==> src/rtl/bin_morph_pkg.sv <==
// Shared types and helpers for the binary 3x3 morphology stage.
package bin_morph_pkg;

  localparam int MODE_ERODE  = 0;
  localparam int MODE_DILATE = 1;

  // 3x3 binary window, bit index = row*3 + col (row 0 = top, col 2 = newest)
  typedef logic [8:0] win_t;

  // Counter width for values 0..n-1, never below one bit
  function automatic int cnt_w(input int n);
    return (n <= 2) ? 1 : $clog2(n);
  endfunction

endpackage

==> src/rtl/win3x3_reg.sv <==
// Clock-enabled 3-column shift window plus the position tag of the column
// that entered it. vld marks a cycle in which a new column was shifted in.
module win3x3_reg
  import bin_morph_pkg::*;
#(
  parameter int COL_W = 3,
  parameter int ROW_W = 3
) (
  input  logic             clk,
  input  logic             Reset,
  input  logic             clken,
  input  logic [2:0]       col_new,   // {top, middle, bottom}
  input  logic [COL_W-1:0] pos_col,
  input  logic [ROW_W-1:0] pos_row,
  output win_t             win,
  output logic             vld,
  output logic [COL_W-1:0] col,
  output logic [ROW_W-1:0] row
);

  win_t win_nxt;

  // Shift every row one column left and drop the new column in at col 2
  always_comb begin
    win_nxt = '0;
    for (int r = 0; r < 3; r++) begin
      win_nxt[r*3 + 0] = win[r*3 + 1];
      win_nxt[r*3 + 1] = win[r*3 + 2];
      win_nxt[r*3 + 2] = col_new[2 - r];
    end
  end

  // Window and tag only move on a pixel enable; vld tracks the enable
  always_ff @(posedge clk) begin
    if (Reset) begin
      win <= '0;
      vld <= 1'b0;
      col <= '0;
      row <= '0;
    end else begin
      vld <= clken;
      if (clken) begin
        win <= win_nxt;
        col <= pos_col;
        row <= pos_row;
      end
    end
  end

endmodule

==> src/rtl/bin_morph_3x3.sv <==
// Binary 3x3 erosion/dilation over a streamed image fed by a two-tap row
// buffer. Emits center-tagged pixels with border masking.
// Optional foreground counter on fg_count: define BIN_MORPH_STATS_EN.
module bin_morph_3x3
  import bin_morph_pkg::*;
#(
  parameter int IMG_WIDTH  = 640,
  parameter int IMG_HEIGHT = 480,
  parameter int MODE       = MODE_ERODE,
  parameter bit BORDER_VAL = 1'b0,
  localparam int COL_W = cnt_w(IMG_WIDTH),
  localparam int ROW_W = cnt_w(IMG_HEIGHT),
  localparam int CNT_W = cnt_w(IMG_WIDTH * IMG_HEIGHT) + 1
) (
  input  logic             clk,
  input  logic             Reset,
  input  logic             clken,
  input  logic             frame_start,
  input  logic             row0,
  input  logic             row1,
  input  logic             row2,
  output logic             pix_out,
  output logic             pix_valid,
  output logic [COL_W-1:0] out_col,
  output logic [ROW_W-1:0] out_row,
  output logic             frame_done,
  output logic [CNT_W-1:0] fg_count
);

  localparam logic [COL_W-1:0] LAST_COL = COL_W'(IMG_WIDTH - 1);
  localparam logic [ROW_W-1:0] LAST_ROW = ROW_W'(IMG_HEIGHT - 1);

  logic [COL_W-1:0] in_col, samp_col, s1_col;
  logic [ROW_W-1:0] in_row, samp_row, s1_row;
  logic             s1_vld;
  win_t             win;

  // frame_start pins the sampled pixel to (0,0) regardless of the counters
  assign samp_col = frame_start ? '0 : in_col;
  assign samp_row = frame_start ? '0 : in_row;

  // Raster position of the next input pixel, advancing on pixel enable
  always_ff @(posedge clk) begin
    if (Reset) begin
      in_col <= '0;
      in_row <= '0;
    end else if (clken) begin
      if (samp_col == LAST_COL) begin
        in_col <= '0;
        in_row <= (samp_row == LAST_ROW) ? '0 : samp_row + ROW_W'(1);
      end else begin
        in_col <= samp_col + COL_W'(1);
        in_row <= samp_row;
      end
    end
  end

  win3x3_reg #(.COL_W(COL_W), .ROW_W(ROW_W)) u_win (
    .clk     (clk),
    .Reset   (Reset),
    .clken   (clken),
    .col_new ({row2, row1, row0}),
    .pos_col (samp_col),
    .pos_row (samp_row),
    .win     (win),
    .vld     (s1_vld),
    .col     (s1_col),
    .row     (s1_row)
  );

  // The window is centred one row up and one column left of the newest pixel.
  // Until two full columns/rows have entered, part of the window is stale
  // (previous line or previous frame), so those centres get BORDER_VAL.
  logic has_ctr, full, morph;
  assign has_ctr = (s1_row != '0) && (s1_col != '0);
  assign full    = (s1_row >= ROW_W'(2)) && (s1_col >= COL_W'(2));
  assign morph   = (MODE == MODE_DILATE) ? (|win) : (&win);

  // Output register: one strobe per enabled input that has a valid centre
  always_ff @(posedge clk) begin
    if (Reset) begin
      pix_out    <= 1'b0;
      pix_valid  <= 1'b0;
      out_col    <= '0;
      out_row    <= '0;
      frame_done <= 1'b0;
    end else begin
      pix_valid  <= s1_vld && has_ctr;
      pix_out    <= (s1_vld && has_ctr) ? (full ? morph : BORDER_VAL) : 1'b0;
      out_col    <= s1_col - COL_W'(1);
      out_row    <= s1_row - ROW_W'(1);
      frame_done <= s1_vld && (s1_row == LAST_ROW) && (s1_col == LAST_COL);
    end
  end

`ifdef BIN_MORPH_STATS_EN
  logic [CNT_W-1:0] acc;

  // Running foreground sum; snapshot into fg_count on the frame's last pixel
  always_ff @(posedge clk) begin
    if (Reset) begin
      acc      <= '0;
      fg_count <= '0;
    end else if (pix_valid) begin
      if (frame_done) begin
        fg_count <= acc + CNT_W'(pix_out);
        acc      <= '0;
      end else begin
        acc <= acc + CNT_W'(pix_out);
      end
    end
  end
`else
  assign fg_count = '0;
`endif

endmodule

==> config.mk <==
export PLATFORM = sky130hd
export DESIGN_NAME = bin_morph_3x3
export DESIGN_NICKNAME = d
export VERILOG_FILES = /design/src/rtl/bin_morph_pkg.sv /design/src/rtl/win3x3_reg.sv /design/src/rtl/bin_morph_3x3.sv
export SDC_FILE = /design/constraint.sdc
export NUM_CORES = 1
export LEC_CHECK = 0
export BUFFER_PORTS_ARGS = -buffer_cell sky130_fd_sc_hd__clkbuf_2
export CAP_MARGIN = 25
export CORE_UTILIZATION = 31
export CTS_CLUSTER_SIZE = 28
export DETAILED_ROUTE_END_ITERATION = 16
export SLEW_MARGIN = 30
export SYNTH_ARGS = -nofsm -noshare
export SYNTH_HDL_FRONTEND = slang
export SYNTH_HIERARCHICAL = 1
export SYNTH_SLANG_ARGS = --single-unit
==> constraint.sdc <==
create_clock -name clk -period 3.5 [get_ports clk]
set_input_delay 0.7 -clock clk [delete_from_list [all_inputs] [get_ports clk]]
set_output_delay 0.7 -clock clk [all_outputs]
set_load 0.01 [all_outputs]
==> impl_metrics.env, run 1 <==
export IMPL_status="finished clean"
export IMPL_numCtsBuffers=9
export IMPL_overflow=0
export IMPL_synth_edf_count=0
export IMPL_placed_cell_area_um2=3598
export IMPL_portBuffers=28
export IMPL_place_gp_congestion=0.8033
export IMPL_maxCapViolCount=0
export IMPL_wl_mm=7.126
export IMPL_cts_tree="yes"
export IMPL_yosysMostFrequentCell="dfxtp_1"
export IMPL_drtIter0Drc=169
export IMPL_ys_ff_latch=70
export IMPL_rsz0062_at_grt="no"
export IMPL_maxSlewHeadroom=0.5250
export IMPL_seq_area_um2=1401
export IMPL_p_sw_frac=0.2396
export IMPL_detail_route_antenna_nets=0
export IMPL_start_util=0.3176
export IMPL_synth_seq_area_share=0.4070
export IMPL_finalCritPeriodShare=0.6886
export IMPL_postLayoutCellArea_um2=3779
export IMPL_fin_tns_setup_ns=0
export IMPL_die_h_um=107.4
export IMPL_finalSetupViolations=0
export IMPL_synth_top_cell_area_share=0.4070
export IMPL_wl_per_cell_um=12.93
export IMPL_power_frac_comb=0.069
export IMPL_synth_simple_area_share=0.2616
export IMPL_synth_cell_area_um2=3443
export IMPL_utilization=0.3486
export IMPL_slew_violations=0
export IMPL_leakagePower_nw=1.629
export IMPL_synth_cell_types=54
export IMPL_grt_pass1_wl_mm=11.69
export IMPL_crit_path_end_kind="flip-flop"
export IMPL_dieArea_um2=11530
export IMPL_clk_path_buf_depth=2
export IMPL_clkPwrFrac=0.397
export IMPL_antenna_found_initial=0
export IMPL_synth_xor_area_share=0.03561
export IMPL_post_cts_setup_buffers=0
export IMPL_first_pass_iters=5
export IMPL_io_pins=49
export IMPL_grt_pass1_vias=2449
export IMPL_fillers=1137
export IMPL_grt_total_usage=0.1291
export IMPL_cts_sinks=70
export IMPL_tightest_slew_ns=0.7126
export IMPL_async_flop_share=0
export IMPL_finalCriticalPeriod_ns=2.410
export IMPL_multi_input_area_um2=1822
export IMPL_yosys_most_used_dff="dfxtp_1"
export IMPL_synth_compound_area_frac=0.08648
export IMPL_p_sw_mw=0.3715
export IMPL_nets=424
export IMPL_synthAdderAreaFrac=0.03634
export IMPL_core_um2=10840
export IMPL_p_per_area_nw_per_um2=410.4
export IMPL_diodes=0
export IMPL_path_class="input pin to flip-flop"
export IMPL_synthTopCellsByCount="dfxtp_1, nor2_1, mux2i_1"
export IMPL_grt_max_degree=70
export IMPL_htree_levels=3
export IMPL_drive_gt1_frac=0.1192
export IMPL_worst_path_max_fanout=16
export IMPL_ys_warnings_count=6
export IMPL_synth_area_mux_share=0.08721
export IMPL_synth_area_leader_cell="dfxtp_1"
export IMPL_clk_pin_slew_ns=0.07
export IMPL_place_ws_ns=0.7647
export IMPL_required_ns=3.76
export IMPL_viasPerCell=4.864
export IMPL_hold_class="flip-flop to flip-flop"
export IMPL_hpwlAfterDp_mm=5.015
export IMPL_synth_area_top_cells="dfxtp_1, mux2i_1, nor2_1"
export IMPL_syn_area_per_cell_um2=8.967
export IMPL_final_setup_worst_slack_ns=1.090
export IMPL_startpoint_type="input pin"
export IMPL_root_buffer="clkbuf_8"
export IMPL_syn_to_final_growth_pct=9.738
export IMPL_p_seq_frac=0.533
export IMPL_synth_top_family_by_area="simple AND/OR/NAND/NOR gates"
export IMPL_clkLatencyLatePin_ns=0.34
export IMPL_power_mw=1.551
export IMPL_skew_ns=0.009805
export IMPL_ir_drop_mv=0.1632
export IMPL_post_cts_resized=0
export IMPL_std_cell_rows=38
export IMPL_hold_buffers=0
export IMPL_remaining_drc_errors=0
export IMPL_syn_inst=384
export IMPL_clock_fmax_mhz=414.9
export IMPL_fp_dieW_um=107.4
export IMPL_vias=2680
export IMPL_internal_power_mw=1.179
export IMPL_hold_violations=0
export IMPL_worstPathArrival_ns=2.67
[cell type report]
type                    count  share of cell area
clock buffers              11             0.03477
clock inverters             4             0.01291
inverters                  10            0.009934
multi-input cells         285              0.4821
flip-flops and latches     70              0.3709
well taps                 140             0.04636
repair buffers             31             0.04305
[per-layer routing]
layer  part of all wire  GRT usage
met5                  0          0
met4              0.020    0.06360
met3              0.039    0.02966
met2               0.43     0.1949
met1               0.51     0.1720
[placed cells by master, fill, tap and decap left out, drive strengths merged, types with 6 or more instances in the layout]
master and count:
a21oi 11, clkbuf 39, conb 20, dfxtp 70
ha 10, inv 10, mux2i 30, nand2 21
nand2b 6, nand3 9, nand4 12, nor2 61
nor2b 18, nor3 6, nor4 8, o21ai 9
or4 6, xnor2 10
[state kept, by name, indices dropped and copies added, names as in the netlist]
| register | cells |
|---|---|
| u_win/vld | 1 |
| u_win/col | 10 |
| in_row | 9 |
| out_row | 9 |
| out_col | 10 |
| u_win/row | 9 |
| u_win/win | 9 |
| pix_valid | 1 |
| in_col | 10 |
| frame_done | 1 |
| pix_out | 1 |
[per-stage QoR]
step	std cells	hold WS (ns)
after global placement	536	0.4730
after floorplan	403	0.4398
after CTS	551	0.5029
after global routing	551	0.5180
after detailed placement	536	0.4922
final	551	0.4982
[cell families (layout without fill, tap and decap cells)]
family | count (synthesis) | after routing
simple gates | 167 | 167
flops | 70 | 70
buf+inv | 48 | 56
compound gates | 44 | 44
mux | 30 | 30
xor+xnor | 14 | 14
fa+ha+maj | 10 | 10
other cells | 1 | 20
[power groups by stage]
stage                     registers [mW]  clock network [mW]  logic (mW)
final                              0.827               0.616       0.108
after floorplan                    0.851                   0      0.0889
after global placement             0.845                   0       0.107
after detailed placement           0.845                   0       0.108
after global routing               0.828               0.663       0.120
after CTS                          0.827               0.631       0.108
[final timing paths]
check | from | end | slack [ns] | depth (start not counted)
setup reg to reg | in_col[0]$_SDFFE_PP0P_ | in_row[4]$_SDFFE_PP0P_ | 1.30 | 6
hold reg to reg | in_col[5]$_SDFFE_PP0P_ | in_col[5]$_SDFFE_PP0P_ | 0.50 | 2
setup / recovery | frame_start | in_row[4]$_SDFFE_PP0P_ | 1.09 | 7
hold / removal | in_col[5]$_SDFFE_PP0P_ | in_col[5]$_SDFFE_PP0P_ | 0.50 | 2
[critical path, stage by stage]
cell,delay (ns)
clkbuf_2,0.21
nor2b_1,0.26
ha_1,0.22
and3_1,0.40
nand4_2,0.22
or4_1,0.50
a31oi_1,0.17
(Power assumes the default switching activity.)
==> inputs of run 2 (changes only) <==
==> constraint.sdc (replaced) <==
create_clock -name clk -period 2.3 [get_ports clk]
set_input_delay 0.46 -clock clk [delete_from_list [all_inputs] [get_ports clk]]
set_output_delay 0.46 -clock clk [all_outputs]
set_load 0.01 [all_outputs]
==> run 2 against run 1 <==
  * Clock power rose by 74%
  * Highest routed layer unchanged
  * Cell count rose by 1.8%
  * Combinational power rose by 63%
  * Setup slack got worse by 0.90 ns
  * Die area did not move
  * Sequential share of layout area fell by 1.3 points
  * Critical path type is now flip-flop to flip-flop
  * Largest power group unchanged
  * Via count rose by 2.9%
  * Utilization rose by 1.2 points
  * Design area rose by 3.5%
  * Total power rose by 61%
==> impl_metrics.env, run 2 (synthesized netlist as in run 1, its figures left out) <==
export IMPL_antenna_found_initial=0
export IMPL_nets=433
export IMPL_vias=2758
export IMPL_clkLatencyLatePin_ns=0.34
export IMPL_worstPathArrival_ns=2.38
export IMPL_root_buffer="clkbuf_8"
export IMPL_dieArea_um2=11530
export IMPL_crit_path_end_kind="flip-flop"
export IMPL_ir_drop_mv=0.4280
export IMPL_clock_fmax_mhz=473.0
export IMPL_fillers=1099
export IMPL_utilization=0.3608
export IMPL_maxCapViolCount=0
export IMPL_post_cts_setup_buffers=0
export IMPL_final_common_cell="dfxtp_1"
export IMPL_numCtsBuffers=9
export IMPL_place_ws_ns=-0.03710
export IMPL_tightest_slew_ns=0.5882
export IMPL_skew_ns=0.006141
export IMPL_post_cts_resized=0
export IMPL_cts_tree="yes"
export IMPL_htree_levels=3
export IMPL_clk_pin_slew_ns=0.08
export IMPL_finalCriticalPeriod_ns=2.114
export IMPL_hold_buffers=0
export IMPL_p_per_area_nw_per_um2=639.9
export IMPL_leakagePower_nw=1.697
export IMPL_reg_top3="in_col x10, out_col x10, u_win/col x10"
export IMPL_hold_violations=0
export IMPL_grt_max_degree=37
export IMPL_place_gp_congestion=0.8359
export IMPL_fp_dieW_um=107.4
export IMPL_final_setup_worst_slack_ns=0.1858
export IMPL_required_ns=2.57
export IMPL_whs_ns=0.3596
export IMPL_worst_path_max_fanout=7
export IMPL_portBuffers=28
export IMPL_start_util=0.3176
export IMPL_die_h_um=107.4
export IMPL_drive_gt1_frac=0.1473
export IMPL_path_class="flip-flop to flip-flop"
export IMPL_startpoint_type="flip-flop"
export IMPL_hold_class="input pin to flip-flop"
export IMPL_hpwlAfterDp_mm=5.160
export IMPL_finalSetupViolations=0
export IMPL_drtIter0Drc=305
export IMPL_fin_tns_setup_ns=0
export IMPL_grt_total_usage=0.1384
export IMPL_overflow=0
export IMPL_multi_input_area_um2=1841
export IMPL_clk_path_buf_depth=2
export IMPL_core_um2=10840
export IMPL_seq_area_um2=1401
export IMPL_remaining_drc_errors=0
export IMPL_viasPerCell=4.916
export IMPL_std_cell_rows=38
export IMPL_layout_common_cells="dfxtp_1, nor2_1, mux2i_1"
export IMPL_wl_mm=7.355
export IMPL_grt_pass1_vias=2491
export IMPL_maxSlewHeadroom=0.6043
export IMPL_finalCritPeriodShare=0.9192
export IMPL_syn_to_final_growth_pct=13.59
export IMPL_rsz0062_at_grt="no"
export IMPL_cts_sinks=70
export IMPL_detail_route_antenna_nets=0
export IMPL_wl_per_cell_um=13.11
export IMPL_grt_pass1_wl_mm=12.45
export IMPL_first_pass_iters=4
export IMPL_io_pins=49
export IMPL_diodes=0
export IMPL_slew_violations=0
export IMPL_status="finished clean"
[run 2: changes by cell type in the layout (fill, tap and decap cells not counted), sizes merged]
cell / previous run / this run
clkbuf: 39 / 38
clkinvlp: 0 / 1
buf: 3 / 12
bufinv: 1 / 2
[run 2: routing by layer]
metal  vias to the layer above  wire length, um  global-route usage
met5                         -                0                   0
met4                         0              159             0.06947
met3                        13              359             0.02361
met2                        84             3474              0.2189
met1                      1286             3362              0.1809
li1                       1375                -                   -
[run 2: per-stage QoR]
stage / cells / power (mW) / instance area [um2]
floorplan: 403 / 1.433 / 3550
global placement: 545 / 1.461 / 3697
detailed placement: 545 / 1.464 / 3697
CTS: 561 / 2.529 / 3911
global route: 561 / 2.606 / 3911
finish: 561 / 2.503 / 3911
[run 2: layout make-up]
class                           count  area share
Clock buffer                       10     0.03263
Timing Repair Buffer               40     0.06206
Tap cell                          140     0.04479
Clock inverter                      6     0.02207
Sequential cell                    70      0.3583
Inverter                           10    0.009597
Multi-Input combinational cell    285      0.4706
[run 2: critical path, stage by stage, from the launching register on]
cell and delay [ns]:
dfxtp_1 0.39, nor2b_1 0.22, ha_2 0.22, and3_1 0.36
nand4_4 0.17, or4b_1 0.52, a21oi_1 0.16
[run 2: worst paths after layout]
check / from / end / slack (ns) / depth (start not counted)
min: row2 / u_win/win[2]$_SDFFE_PP0P_ / 0.36 / 3
min reg2reg: u_win/win[6]$_SDFFE_PP0P_ / u_win/win[6]$_SDFFE_PP0P_ / 0.50 / 2
max: in_col[0]$_SDFFE_PP0P_ / in_row[5]$_SDFFE_PP0P_ / 0.19 / 6
max reg2reg: in_col[0]$_SDFFE_PP0P_ / in_row[5]$_SDFFE_PP0P_ / 0.19 / 6
[run 2: power by group]
part	total (mW)	switching, mW	leakage, nW	internal, mW
clock	1.07	0.459	0.106	0.609
combinational	0.176	0.111	1.02	0.0651
sequential	1.26	0.0147	0.573	1.24
==> inputs of run 3 (changes only) <==
--- a/config.mk
+++ b/config.mk
@@ -13,5 +13,4 @@
 export SLEW_MARGIN = 30
 export SYNTH_ARGS = -nofsm -noshare
 export SYNTH_HDL_FRONTEND = slang
-export SYNTH_HIERARCHICAL = 1
 export SYNTH_SLANG_ARGS = --single-unit
==> run 3 against run 2 <==
  * Maximum frequency grew 10%
  * Largest cell class unchanged
  * Combinational power barely moved
  * Design area about the same
  * Utilization decreased by 0.19 points
==> impl_metrics.env, run 3 <==
export IMPL_crit_path_end_kind="flip-flop"
export IMPL_syn_inst=398
export IMPL_numCtsBuffers=9
export IMPL_diodes=0
export IMPL_post_cts_setup_buffers=0
export IMPL_r2r_setup_slack_ns=0.38
export IMPL_rsz0062_at_grt="no"
export IMPL_synth_area_mux_share=0.05448
export IMPL_hold_depth=3
export IMPL_placed_cell_area_um2=3734
export IMPL_layout_common_cells="dfxtp_1, nor2_1, nand2_1, clkbuf_2"
export IMPL_crit_start="in_col[1]$_SDFFE_PP0P_"
export IMPL_dieArea_um2=11690
export IMPL_maxCapViolCount=0
export IMPL_synth_simple_area_share=0.2577
export IMPL_power_mw=2.314
export IMPL_die_h_um=108.1
export IMPL_hold_violations=0
export IMPL_antenna_found_initial=0
export IMPL_hold_buffers=0
export IMPL_startpoint_type="flip-flop"
export IMPL_yosys_most_used_dff="dfxtp_1"
export IMPL_fillers=1110
export IMPL_required_ns=2.58
export IMPL_cts_sinks=70
export IMPL_leakagePower_nw=1.610
export IMPL_p_per_area_nw_per_um2=592.3
export IMPL_overflow=0
export IMPL_worst_path_max_fanout=5
export IMPL_wl_mm=7.607
export IMPL_synthTopCellsByCount="dfxtp_1, nor2_1, nand2_1"
export IMPL_ys_ff_latch=70
export IMPL_synth_compound_area_frac=0.1194
export IMPL_path_class="flip-flop to flip-flop"
export IMPL_reg_top3="in_col x10, out_col x10, u_win.col x10"
export IMPL_remaining_drc_errors=0
export IMPL_async_flop_share=0
export IMPL_fin_tns_setup_ns=0
export IMPL_synth_cell_area_um2=3491
export IMPL_synth_xor_area_share=0.04014
export IMPL_wl_per_cell_um=13.25
export IMPL_std_cell_rows=38
export IMPL_yosysMostFrequentCell="dfxtp_1"
export IMPL_ir_drop_mv=0.3132
export IMPL_postLayoutCellArea_um2=3908
export IMPL_synth_area_leader_cell="dfxtp_1"
export IMPL_vias=2816
export IMPL_finalSetupViolations=0
export IMPL_drtIter0Drc=227
export IMPL_skew_ns=0.01411
export IMPL_clk_path_buf_depth=2
export IMPL_fin_cells=574
export IMPL_portBuffers=28
export IMPL_fp_dieW_um=108.1
export IMPL_place_ws_ns=0.2235
export IMPL_placed_cells=558
export IMPL_final_setup_worst_slack_ns=0.3811
export IMPL_slew_violations=0
export IMPL_syn_to_final_growth_pct=11.94
export IMPL_synth_edf_count=0
export IMPL_drive_gt1_frac=0.1682
export IMPL_place_gp_congestion=0.9341
export IMPL_root_buffer="clkbuf_8"
export IMPL_worstPathArrival_ns=2.20
export IMPL_core_um2=10890
export IMPL_status="finished clean"
export IMPL_regToRegStartpoint="in_col[1]$_SDFFE_PP0P_"
export IMPL_nets=446
export IMPL_ys_warnings_count=0
export IMPL_finalCriticalPeriod_ns=1.919
export IMPL_worstHoldStart="row1"
export IMPL_clk_pin_slew_ns=0.08
export IMPL_synthAdderAreaFrac=0.03584
export IMPL_cts_tree="yes"
export IMPL_synth_area_top_cells="dfxtp_1, nor2_1, mux2i_1"
export IMPL_post_cts_resized=0
export IMPL_clock_fmax_mhz=521.1
export IMPL_clkLatencyLatePin_ns=0.35
export IMPL_synth_top_family_by_area="simple AND/OR/NAND/NOR gates"
export IMPL_first_pass_iters=5
export IMPL_start_util=0.3206
export IMPL_viasPerCell=4.906
export IMPL_finalCritPeriodShare=0.8343
export IMPL_maxSlewHeadroom=0.5945
export IMPL_tightest_slew_ns=0.6027
export IMPL_hold_class="input pin to flip-flop"
export IMPL_htree_levels=3
export IMPL_hpwlAfterDp_mm=5.271
export IMPL_grt_total_usage=0.1364
export IMPL_final_common_cell="dfxtp_1"
export IMPL_synth_cell_types=59
export IMPL_detail_route_antenna_nets=0
export IMPL_io_pins=49
export IMPL_synth_top_cell_area_share=0.4014
export IMPL_grt_pass1_wl_mm=12.45
export IMPL_grt_max_degree=35
export IMPL_grt_pass1_vias=2512
export IMPL_rr_worst_depth=6
export IMPL_syn_area_per_cell_um2=8.771
export IMPL_synth_seq_area_share=0.4014
-- run 3: cell type report --
type	count	area [um2]	area share
sequential	70	1401	0.3586
tap	140	175.2	0.04483
clock inverter	6	46.29	0.01185
clock buffer	10	127.6	0.03266
inverter	10	37.54	0.009606
timing repair buffer	44	272.8	0.06980
multi-input combinational	294	1847	0.4726
-- run 3: metal layers --
layer / global-route usage / vias up / share of wire
met5: 0 / - / 0
met4: 0.04795 / 0 / 0.0082
met3: 0.03195 / 9 / 0.072
met2: 0.2102 / 91 / 0.44
met1: 0.1849 / 1300 / 0.48
li1: - / 1416 / -
-- run 3: worst max-delay path: stages, from the launching register on --
cell	delay, ns
dfxtp_1	0.38
nor2b_1	0.23
ha_1	0.20
and4_1	0.30
nand3_4	0.12
or4_1	0.52
o211ai_1	0.10
-- run 3: through the flow --
step / utilization / hold slack [ns]
global route: 0.3589 / 0.3424
finish: 0.3589 / 0.3477
floorplan: - / 0.4467
detailed placement: 0.3429 / 0.4843
CTS: 0.3589 / 0.3414
global placement: 0.3429 / 0.4780
-- run 3: worst paths after layout --
path / end
max reg2reg: in_row[8]$_SDFFE_PP0P_
min reg2reg: u_win.win[0]$_SDFFE_PP0P_
min: u_win.win[5]$_SDFFE_PP0P_
max: in_row[8]$_SDFFE_PP0P_
-- run 3: logic make-up after synthesis --
family	Yosys count
compound gates	62
fa+ha+maj	10
buf+inv	53
xor+xnor	16
simple gates	167
other cells	1
flops	70
mux	19
-- run 3: report_power, final --
group | internal (mW) | switching, mW | total [mW]
clock | 0.396 | 0.490 | 0.887
sequential | 1.24 | 0.0125 | 1.25
combinational | 0.0617 | 0.113 | 0.174
